## src/rtl/dmem_arb_pkg.sv

```systemverilog
`default_nettype none
// ============================================================================
//  Module      : dmem_arb_pkg
//  Description : Shared types and constants for the data-memory arbiter.
//  Revision    : 1.0 - initial release
// ============================================================================
package dmem_arb_pkg;

    // Lock ownership of the shared memory port
    typedef enum logic [1:0] {
        FREE = 2'd0,
        OWN0 = 2'd1,
        OWN1 = 2'd2
    } arb_state_t;

    // Requester indices, also the encoding of last_gnt
    localparam logic P_CPU = 1'b0;
    localparam logic P_DBG = 1'b1;

endpackage : dmem_arb_pkg
`default_nettype wire

```

## src/rtl/rr_pick2.sv

```systemverilog
`default_nettype none
// ============================================================================
//  Module      : rr_pick2
//  Description : Combinational two-way picker; round-robin or fixed priority,
//                one-hot winner output.
//  Revision    : 1.0 - initial release
// ============================================================================
module rr_pick2
    import dmem_arb_pkg::*;
#(
    parameter int FIXED_PRI = 0
) (
    input  logic       req0,
    input  logic       req1,
    input  logic       last_gnt,
    output logic [1:0] win
);

    // Port 0 wins alone, under fixed priority, or when port 1 won last time
    always_comb begin
        win    = 2'b00;
        win[0] = req0 & (~req1 | (FIXED_PRI != 0) | (last_gnt == P_DBG));
        win[1] = req1 & ~win[0];
    end

endmodule : rr_pick2
`default_nettype wire

```

## src/rtl/dmem_arb.sv

```systemverilog
`default_nettype none
// ============================================================================
//  Module      : dmem_arb
//  Description : Two-port arbiter for a single-port data memory with per-port
//                lock for atomic multi-cycle sequences and registered read data.
//  Revision    : 1.0 - initial release
// ============================================================================
module dmem_arb
    import dmem_arb_pkg::*;
#(
    parameter int DWIDTH    = 8,
    parameter int FIXED_PRI = 0
) (
    input  logic              clk,
    input  logic              rst_n,
    input  logic              req0,
    input  logic              req1,
    input  logic              we0,
    input  logic              we1,
    input  logic              lock0,
    input  logic              lock1,
    input  logic [DWIDTH-1:0] a0,
    input  logic [DWIDTH-1:0] a1,
    input  logic [DWIDTH-1:0] wd0,
    input  logic [DWIDTH-1:0] wd1,
    output logic              gnt0,
    output logic              gnt1,
    output logic              rvalid0,
    output logic              rvalid1,
    output logic [DWIDTH-1:0] rdata,
    output logic              mem_we,
    output logic [DWIDTH-1:0] mem_a,
    output logic [DWIDTH-1:0] mem_wd,
    input  logic [DWIDTH-1:0] mem_rd
);

    arb_state_t r_state;
    arb_state_t w_state_nxt;
    logic       r_last_gnt;
    logic       w_elig0;
    logic       w_elig1;
    logic [1:0] w_win;

    // A held lock hides the other port's request from the picker
    always_comb begin
        w_elig0 = req0 & (r_state != OWN1);
        w_elig1 = req1 & (r_state != OWN0);
    end

    rr_pick2 #(
        .FIXED_PRI (FIXED_PRI)
    ) u_pick (
        .req0     (w_elig0),
        .req1     (w_elig1),
        .last_gnt (r_last_gnt),
        .win      (w_win)
    );

    // Grants (forced low during reset) and lock next-state
    always_comb begin
        gnt0        = w_win[0] & rst_n;
        gnt1        = w_win[1] & rst_n;
        w_state_nxt = r_state;
        case (r_state)
            FREE: begin
                if (gnt0 && lock0)      w_state_nxt = OWN0;
                else if (gnt1 && lock1) w_state_nxt = OWN1;
            end
            OWN0: begin
                if (!lock0 && (gnt0 || !req0)) w_state_nxt = FREE;
            end
            OWN1: begin
                if (!lock1 && (gnt1 || !req1)) w_state_nxt = FREE;
            end
            default: w_state_nxt = FREE;
        endcase
    end

    // Route the granted port to the memory pins; port 0 values when idle
    always_comb begin
        mem_we = 1'b0;
        mem_a  = a0;
        mem_wd = wd0;
        if (gnt1) begin
            mem_we = we1;
            mem_a  = a1;
            mem_wd = wd1;
        end else if (gnt0) begin
            mem_we = we0;
        end
    end

    // Lock state register
    always_ff @(posedge clk or negedge rst_n) begin
        if (!rst_n) r_state <= FREE;
        else        r_state <= w_state_nxt;
    end

    // Round-robin history, read-data capture and per-port read-valid
    always_ff @(posedge clk or negedge rst_n) begin
        if (!rst_n) begin
            r_last_gnt <= P_DBG;
            rvalid0    <= 1'b0;
            rvalid1    <= 1'b0;
            rdata      <= '0;
        end else begin
            if (gnt0)      r_last_gnt <= P_CPU;
            else if (gnt1) r_last_gnt <= P_DBG;
            rvalid0 <= gnt0 & ~we0;
            rvalid1 <= gnt1 & ~we1;
            if ((gnt0 && !we0) || (gnt1 && !we1)) rdata <= mem_rd;
        end
    end

endmodule : dmem_arb
`default_nettype wire

```

## config.mk

```make
export PLATFORM = sky130hd
export DESIGN_NAME = dmem_arb
export DESIGN_NICKNAME = d
export VERILOG_FILES = /design/src/rtl/dmem_arb_pkg.sv /design/src/rtl/rr_pick2.sv /design/src/rtl/dmem_arb.sv
export SDC_FILE = /design/constraint.sdc
export NUM_CORES = 1
export LEC_CHECK = 0
export ABC_AREA = 1
export CORE_AREA = 2 2 72 47
export DETAILED_ROUTE_END_ITERATION = 16
export DIE_AREA = 0 0 74 49
export GPL_TIMING_DRIVEN = 0
export PLACE_DENSITY = 0.77
export SYNTH_ARGS = -nofsm -noshare
export SYNTH_HDL_FRONTEND = slang
export SYNTH_SLANG_ARGS = --single-unit
```

## constraint.sdc

```tcl
create_clock -name clk -period 2 [get_ports clk]
set_input_delay 0.5 -clock clk [delete_from_list [all_inputs] [get_ports clk]]
set_output_delay 0.5 -clock clk [all_outputs]
set_load 0.01 [all_outputs]
```

==> impl_metrics.toml <==
[die]
start_util_pct = 29.9
die_h_microns = 49
coreArea_sq_um = 3020
rows = 16
die_x_microns = 74
io_pins = 77
die_area_sq_um = 3630

[critical_path]
critPathMaxStageDelay_ns = 0.42
worst_ep_required_time_ns = 1.50
rr_endpoint = "rdata[7]"
path_cells = "inv_2 -> nand2_4 -> nand2_4 -> nor2_4 -> nand2_4 -> buf_6 -> buf_6 -> nand2_2 -> nand2_1 -> buf_2"
end_kind = "output pin"
crit_type = "flip-flop to output pin"
path_common_cell = "nand2_4"
critPathLaunch = "r_state[1]"
reg2regPathDepth = 11
r2r_start = "r_state[1]"
start_kind = "flip-flop"
rrSetupSlack_ns = 0.40
crit_path_max_fanout = 5
crit_arrival_ns = 1.62
critPathSlowestCell = "dfrtp_1"

[sta]
worst_pin_slew_ns = 0.242
relSlewSlack_pct = 83.9
grt_setup_unrepaired = "true"
postLayoutSetupSlackWorst_ns = -0.118
hold_viol_final = 0
fin_crit_sh_pct = 106
max_freq_ghz = 0.472
whs_ns = 0.0720
finClkSkew_ns = 0.00152
period_needed_ns = 2.12
slew_violations = 0
setup_viol = 15

[run_status]
status = "complete, but fails checks"
violations = "setup timing"

[synthesis]
synth_nets = 177
synth_top_area_share_pct = 33.2
netlist_instances = 129
yosysSeqAreaShare_pct = 36.1
yosysTopAreaCell = "dfrtp_1"
avgSynthCellArea_sq_um = 7.00
synth_seq_cells = 13
yosys-top-cells-area = "dfrtp_1, nand2_1, nand2_2"
syn_area_sq_um = 903
yosysWarnings = 0
synth.distinct_cells = 21

[layout]
nets = 272
fin_area_sq_um = 1890
layout_common_cells = "clkdlybuf4s50_1, nand2_1, nand2_2"
drive_gt1_share_pct = 34.5
utilization_pct = 62.4
layout_commonest_cell = "clkdlybuf4s50_1"
syn2layout_area_growth_pct = 109
diodes = 0

[clocking]
numClockSinks = 13
clk_pin_slew_ns = 0.05
cts_root_buffer = "clkbuf_8"
h-tree-depth = 1
numCtsBuffers = 3
clock_path_buffers = 2
cts_tree = "done"
ctsHoldBuffers = 0
insertion_delay_ns = 0.24

[min_path]
hp-class = "primary input to async pin"

[drt]
drt_first_pass_iters = 4
wl_mm = 3.21
drc = 0
drt_iter0_drc = 29
routed-via-count = 1167
viasPerCell = 4.35
ant_nets = 0
route.detailed.wl_per_inst_microns = 12.0

[global_routing]
grt_max_degree = 17
gr-usage-all-layers_pct = 16.9
grt_pass1_wl_mm = 4.80
grt_pass1_vias = 1079
grt_overflow = 0
antenna_found_initial = 0

[place]
dp_hpwl_mm = 2.17
place_area_sq_um = 1720
globalplace.congestion = 0.755
dp_worst_setup_slack_ns = -1.37
io_buffer_count = 76

[power_and_ir_drop]
ir_drop_v = 0.000870
p_per_area_nw_per_um2 = 837
power.leakage_nw = 0.969

[flow_run]
cap_violations = 0
[through the flow]
stage	power (mW)	setup TNS, ns	instances
after global placement	1.25	-28.45	250
after global routing	1.69	-2.18	268
after floorplan	0.815	0	129
after CTS	1.55	-1.36	266
after detailed placement	1.25	-28.93	250
final	1.58	-1.38	268
[worst max path at each step]
| stage | end | slack (ns) |
|---|---|---|
| floorplan | mem_a[0] | 0.28 |
| global placement | mem_a[5] | -1.36 |
| detailed placement | mem_we | -1.37 |
| CTS | mem_we | -0.1 |
| global route | mem_we | -0.16 |
| finish | mem_a[5] | -0.12 |
[timing repair]
| action | CTS | global route |
|---|---|---|
| cloned | 1 | 0 |
| endpoints found under the hold margin | 0 | 0 |
| buffers inserted | 11 | 2 |
| setup endpoints to repair | 29 | 19 |
| gates resized for setup | 89 | 24 |
| pin swaps | 4 | 11 |
[registers in the layout, summed over array words and instances (netlist names)]
| signal | count |
|---|---|
| r_last_gnt | 1 |
| rdata | 8 |
| r_state | 2 |
| rvalid1 | 1 |
| rvalid0 | 1 |
[kinds of logic (layout without fill, tap and decap cells)]
group / Yosys count / count (layout) / synth area share, %
AND/OR/NAND/NOR: 93 / 93 / 50.8
buffers and inverters: 17 / 111 / 8.86
flip-flops: 13 / 13 / 36.2
AO/OA/AOI/OAI: 6 / 6 / 4.16
[worst max-delay path, delay by kind of cell (launching register included)]
family | cells | cell delay (ns)
AND/OR/NAND/NOR | 6 | 0.49
flip-flops | 1 | 0.42
buffers and inverters | 4 | 0.47
[per-layer routing]
layer,share of wire [%],GRT usage (%)
met2,47,28.1
met5,0,0
met1,42,21.0
met4,0.72,1.82
met3,10,7.02
[synthesized netlist by cell type]
cell type / number
a21oi_2: 1
buf_4: 1
buf_6: 1
dfrtp_1: 12
dfstp_2: 1
inv_1: 11
inv_2: 3
inv_6: 1
nand2_1: 61
nand2_2: 11
nand2_4: 2
nand2_8: 2
nand3_1: 10
nand3_2: 2
nand4_1: 1
nor2_1: 3
nor2_4: 1
o21ai_0: 1
o21ai_1: 2
o22ai_1: 1
o31ai_1: 1
[area by class of cell]
| type | instances | area [sq um] |
|---|---|---|
| Buffer | 2 | 26.3 |
| Clock buffer | 4 | 45.0 |
| Multi-Input combinational cell | 99 | 563 |
| Tap cell | 45 | 56.3 |
| Sequential cell | 13 | 328 |
| Fill cell | 293 | 1140 |
| Inverter | 15 | 63.8 |
| Timing Repair Buffer | 90 | 803 |
[report_power, final]
group / switching, mW / internal, mW
clock: 0.0916 / 0.141
combinational: 0.408 / 0.489
sequential: 0.0724 / 0.378
total: 0.572 / 1.01
Power figures use the tool's default switching activity.
==> edit 1, RTL diff (same flow settings) <==
Encoding of `arb_state_t`: now one-hot (3 bits for 3 states).
--- a/src/rtl/dmem_arb_pkg.sv
+++ b/src/rtl/dmem_arb_pkg.sv
@@ -8,8 +8,8 @@
 
     // Lock ownership of the shared memory port
-    typedef enum logic [1:0] {
-        FREE = 2'd0,
-        OWN0 = 2'd1,
-        OWN1 = 2'd2
+    typedef enum logic [2:0] {
+        FREE = 3'b001,
+        OWN0 = 3'b010,
+        OWN1 = 3'b100
     } arb_state_t;
 
Formal check against the unedited RTL: no difference found for any inputs over 10 cycles, from zero or initial values and one cycle with rst_n low; not proved beyond that.
==> edit 1 against the unedited design <==
  * The run still ends with setup timing left
  * Core utilization is 4.1 points higher
  * Cell count is 4.1% higher
  * Wire length is 7.4% higher
  * Area after synthesis is 0.14% lower
  * Clock skew is 0.00051 ns lower
  * Total power is 2.1% lower
  * Worst setup slack worse by 0.16 ns
  * Worst hold slack better by 0.055 ns
  * Via count is 1.3% higher
  * Design area is 6.5% higher
  * Sequential cell count is 1 higher
  * Highest routed layer unchanged
==> edit 1: results (changes against the unedited design) <==
global-route wire length before repair - 5020 µm (was 4800 µm)
vias in the first global route - 1,051 (was 1,079)
final worst slack - -0.279 ns (was -0.118 ns)
Critical-path top delay cell - dfstp_2 (was dfrtp_1)
R2R Setup Slk - -0.16 ns (was 0.40 ns)
r2r worst-path depth - 16 (was 11)
Clock Skew - 0.00101 ns (was 0.00152 ns)
WL met3 - 294 µm (was 329 µm)
total power - 1.55 mW (was 1.58 mW)
Leak - 1.06 nW (was 0.969 nW)
biggest regs - rdata x8, r_state x3 (was rdata x8, r_state x2)
fill count - 254 (was 293)
worst hold slack - 0.127 ns (was 0.0720 ns)
M1 WL - 1450 µm (was 1350 µm)
gpl congestion - 0.820 (was 0.755)
Unique masters post-synth - 19 (was 21)
maximum number of pins on one net before global-route repair - 18 (was 17)
failing checks - setup timing (unchanged)
outcome - finished with violations (unchanged)
start of the worst register-to-register path - r_state[0] (was r_state[1])
WL/cell - 12.4 µm (was 12.0 µm)
Comb power frac - 52.9% (was 56.8%)
TNS Setup - -4.93 ns (was -1.38 ns)
Sw Pwr - 533 µW (was 572 µW)
met1 Use GR - 23.2% (was 21.0%)
met2 Usage GRT - 28.7% (was 28.1%)
Clock group - 278 µW (was 232 µW)
Max FO, Critical Path - 7 (was 5)
met3 Track Usage GR - 6.20% (was 7.02%)
Slew Limit Headroom - 63.0% (was 83.9%)
Setup-failing EPs final - 21 (was 15)
number of cells after detailed placement - 256 (was 250)
pre-CTS setup slack - -1.34 ns (was -1.37 ns)
syn_nets - 183 (was 177)
largest cells by area after synthesis - dfrtp_1, nand2_1, nand3_1 (was dfrtp_1, nand2_1, nand2_2)
Max VDD drop - 0.000563 V (was 0.000870 V)
-- edit 1: cell types whose count changed after synthesis, moves of 2 or more --
cell and delta:
nand2_1 +15, nand2_2 -10, nand2_8 -2, nand3_1 +2, nor2_1 -2, nor3_1 +2, o21ai_1 -2
-- edit 1: worst max-delay path by stage --
stage	startpoint	end	slack (ns)	cells after the start
floorplan	r_state[0]	mem_we	0.14	8
global placement	rst_n	mem_a[6]	-1.35	9
detailed placement	rst_n	mem_a[6]	-1.34	9
CTS	r_state[0]	mem_a[6]	-0.22	9
global route	r_state[0]	mem_wd[5]	-0.33	9
finish	r_state[0]	mem_a[0]	-0.28	10
-- edit 1: final cells by class --
cell class / instances / area [µm²] / share of cell area (%)
repair buffers: 95 / 868 / 43.2
plain buffers: 3 / 45.0 / 2.24
multi-input cells: 104 / 574 / 28.6
well taps: 45 / 56.3 / 2.80
clock buffers: 4 / 55.1 / 2.74
inverters: 14 / 55.1 / 2.74
flip-flops and latches: 14 / 354 / 17.6
-- edit 1: logic make-up (layout without fill, tap and decap cells) --
group / after synthesis / count (layout) / synth area share, %
simple gates: 99 / 99 / 47.9
buf+inv: 17 / 116 / 8.74
flops: 14 / 14 / 39.1
compound gates: 5 / 5 / 4.30
-- edit 1: what timing repair did --
| action | CTS | global route |
|---|---|---|
| setup buffers | 15 | 3 |
| hold buffers | 0 | 0 |
| resized for setup | 95 | 28 |
| setup endpoints to repair | 30 | 21 |
| cloned | 1 | 0 |
| pin swaps | 4 | 13 |
-- edit 1: worst reg2reg max path, delay by kind of cell, from the launching register on --
| family | cells | cell delay (ns) |
|---|---|---|
| DFF | 1 | 0.58 |
| AOI/OAI and AO/OA | 1 | 0.17 |
| buffers and inverters | 10 | 0.88 |
| and+or+nand+nor | 5 | 0.46 |
==> edit 2, RTL diff (same settings) <==
Without the edit above. Set the parameter `DWIDTH` to 9 (it was 8).
--- a/src/rtl/dmem_arb.sv
+++ b/src/rtl/dmem_arb.sv
@@ -9,5 +9,5 @@
     import dmem_arb_pkg::*;
 #(
-    parameter int DWIDTH    = 8,
+    parameter int DWIDTH    = 9,
     parameter int FIXED_PRI = 0
 ) (
Interface: changed (8 resized); port bits go from 77 to 85. The function was not compared with the original's and may differ.
==> edit 2 against the unedited design <==
  * The flow still finishes with violations (setup timing)
  * Design area rose by 9.6%
  * Worst setup slack gained 0.051 ns
  * Total power grew 14%
  * Non-clock buffer count is 11 higher
  * Wire length increased by 2.5%
  * Sequential cell count rose by 1
  * Highest routed layer unchanged
  * Critical endpoint is now mem_a[1]
  * First-iteration DRC count up 17%
  * Area after synthesis is 12% higher
==> edit 2: results (changes against the unedited design) <==
global-route wire length before repair - 4980 µm (was 4800 µm)
CTS clock-pin slew for the worst setup and hold paths - 0.06 ns
Setup-failing EPs final - 18 (was 15)
initial antenna violation count - 0 (unchanged)
gpl congestion - 0.765 (was 0.755)
final worst slack - -0.0674 ns (was -0.118 ns)
clk root buf - clkbuf_8 (unchanged)
met1 Use GR - 22.9% (was 21.0%)
DP Area - 0.00191 mm² (was 0.00172 mm²)
WL/cell - 11.4 µm (was 12.0 µm)
TNS Setup - -0.993 ns (was -1.38 ns)
Seq/Total Area, Yosys - 34.8% (was 36.1%)
pre-CTS setup slack - -1.36 ns (was -1.37 ns)
Sw Pwr - 645 µW (was 572 µW)
Max FO, Critical Path - 6 (was 5)
Iter 0 DRT Violations - 34 (was 29)
H-tree depth - 1 (unchanged)
Clock Skew - 0.00327 ns (was 0.00152 ns)
Power Sequential - 507 µW (was 450 µW)
Leak - 1.07 nW (was 0.969 nW)
Synth top cells by count - nand2_1, dfrtp_1, nand3_2 (was nand2_1, dfrtp_1, inv_1, nand2_2, nand3_1)
HP Class - in2async (unchanged)
Clock group - 278 µW (was 232 µW)
Unique masters post-synth - 20 (was 21)
Slew Limit Headroom - 87.1% (was 83.9%)
vias in the first global route - 1,172 (was 1,079)
outcome - finished with violations (unchanged)
CP peak stage delay - 0.45 ns (was 0.42 ns)
Critical-path top delay cell - dfrtp_2 (was dfrtp_1)
Async S/R FF share, synth - 100% (unchanged)
met3 Track Usage GR - 5.99% (was 7.02%)
Comb power - 1.02 mW (was 897 µW)
ANT cells - 0 (unchanged)
number of port buffers - 84 (was 76)
number of cells after detailed placement - 272 (was 250)
warnings from Yosys - 0 (unchanged)
maximum number of pins on one net before global-route repair - 18 (was 17)
Syn Inst Count - 143 (was 129)
met2 Usage GRT - 27.1% (was 28.1%)
syn_nets - 196 (was 177)
start point of the critical path - r_state[1] (unchanged)
vias per cell - 4.27 (was 4.35)
cell family with most CP delay - buffers and inverters (was simple AND/OR/NAND/NOR gates)
Max VDD drop - 0.000410 V (was 0.000870 V)
Top FF cell, synth - dfrtp_1 (unchanged)
fraction of layout cells with a size suffix above 1 - 37.3% (was 34.5%)
deepest clock path buffer count - 2 (unchanged)
Nets - 298 (was 272)
failing checks - setup timing (unchanged)
GRT Overall Usage - 17.3% (was 16.9%)
hpwl dp - 2380 µm (was 2170 µm)
biggest regs - rdata x9, r_state x2 (was rdata x8, r_state x2)
Final Non-Filler Cells - 289 (was 268)
largest cells by area after synthesis - dfrtp_1, nand2_1, nand3_2 (was dfrtp_1, nand2_1, nand2_2)
worst-skew pair later-pin latency - 0.25 ns
-- edit 2: cell types whose count changed in the layout (fill, tap and decap cells not counted), sizes merged --
| cell | before | now |
|---|---|---|
| clkdlybuf4s50 | 54 | 60 |
| clkdlybuf4s15 | 3 | 2 |
| nand3 | 12 | 13 |
| nand2 | 76 | 84 |
| buf | 33 | 40 |
| dfrtp | 12 | 13 |
| clkbuf | 6 | 5 |
-- edit 2: path summary, 6_finish.rpt --
check                        endpoint  slack (ns)  cells after the start
setup / recovery             mem_a[1]       -0.07                     10
hold / removal               rdata[2]        0.07                      1
setup reg to reg             rdata[3]        0.56                     10
hold reg to reg              rdata[6]        0.52                      2
max in group asynchronous  r_last_gnt        1.69                      1
min in group clk             rdata[6]        0.52                      2
-- edit 2: layout make-up --
class / count / area [µm²]
Clock buffer: 4 / 55.1
Sequential cell: 14 / 354
Timing Repair Buffer: 97 / 868
Fill cell: 249 / 956
Tap cell: 45 / 56.3
Buffer: 6 / 67.6
Multi-Input combinational cell: 108 / 607
Inverter: 15 / 58.8
-- edit 2: repair_timing --
item / CTS / global route
setup endpoints to repair: 32 / 21
buffers inserted: 10 / 1
gates resized for setup: 108 / 17
pin swaps: 7 / 4
gates cloned: 1 / 1
-- edit 2: cell families (layout without fill, tap and decap cells) --
kind of cell | after synthesis | count (layout) | synth area share [%]
buffers and inverters | 21 | 122 | 11.9
AO/OA/AOI/OAI | 6 | 6 | 5.45
AND/OR/NAND/NOR | 102 | 102 | 47.9
flip-flops | 14 | 14 | 34.8
-- edit 2: worst reg2reg max path: cells and delay by family (launching register included) --
kind,cells,cell delay [ns]
simple gates,6,0.43
buf+inv,4,0.45
flops,1,0.45
-- edit 2: per-layer routing --
layer,up-vias,share of wire (%)
li1,637,-
met1,547,48
met2,49,45
met3,2,7.2
met4,0,0.36
met5,-,0
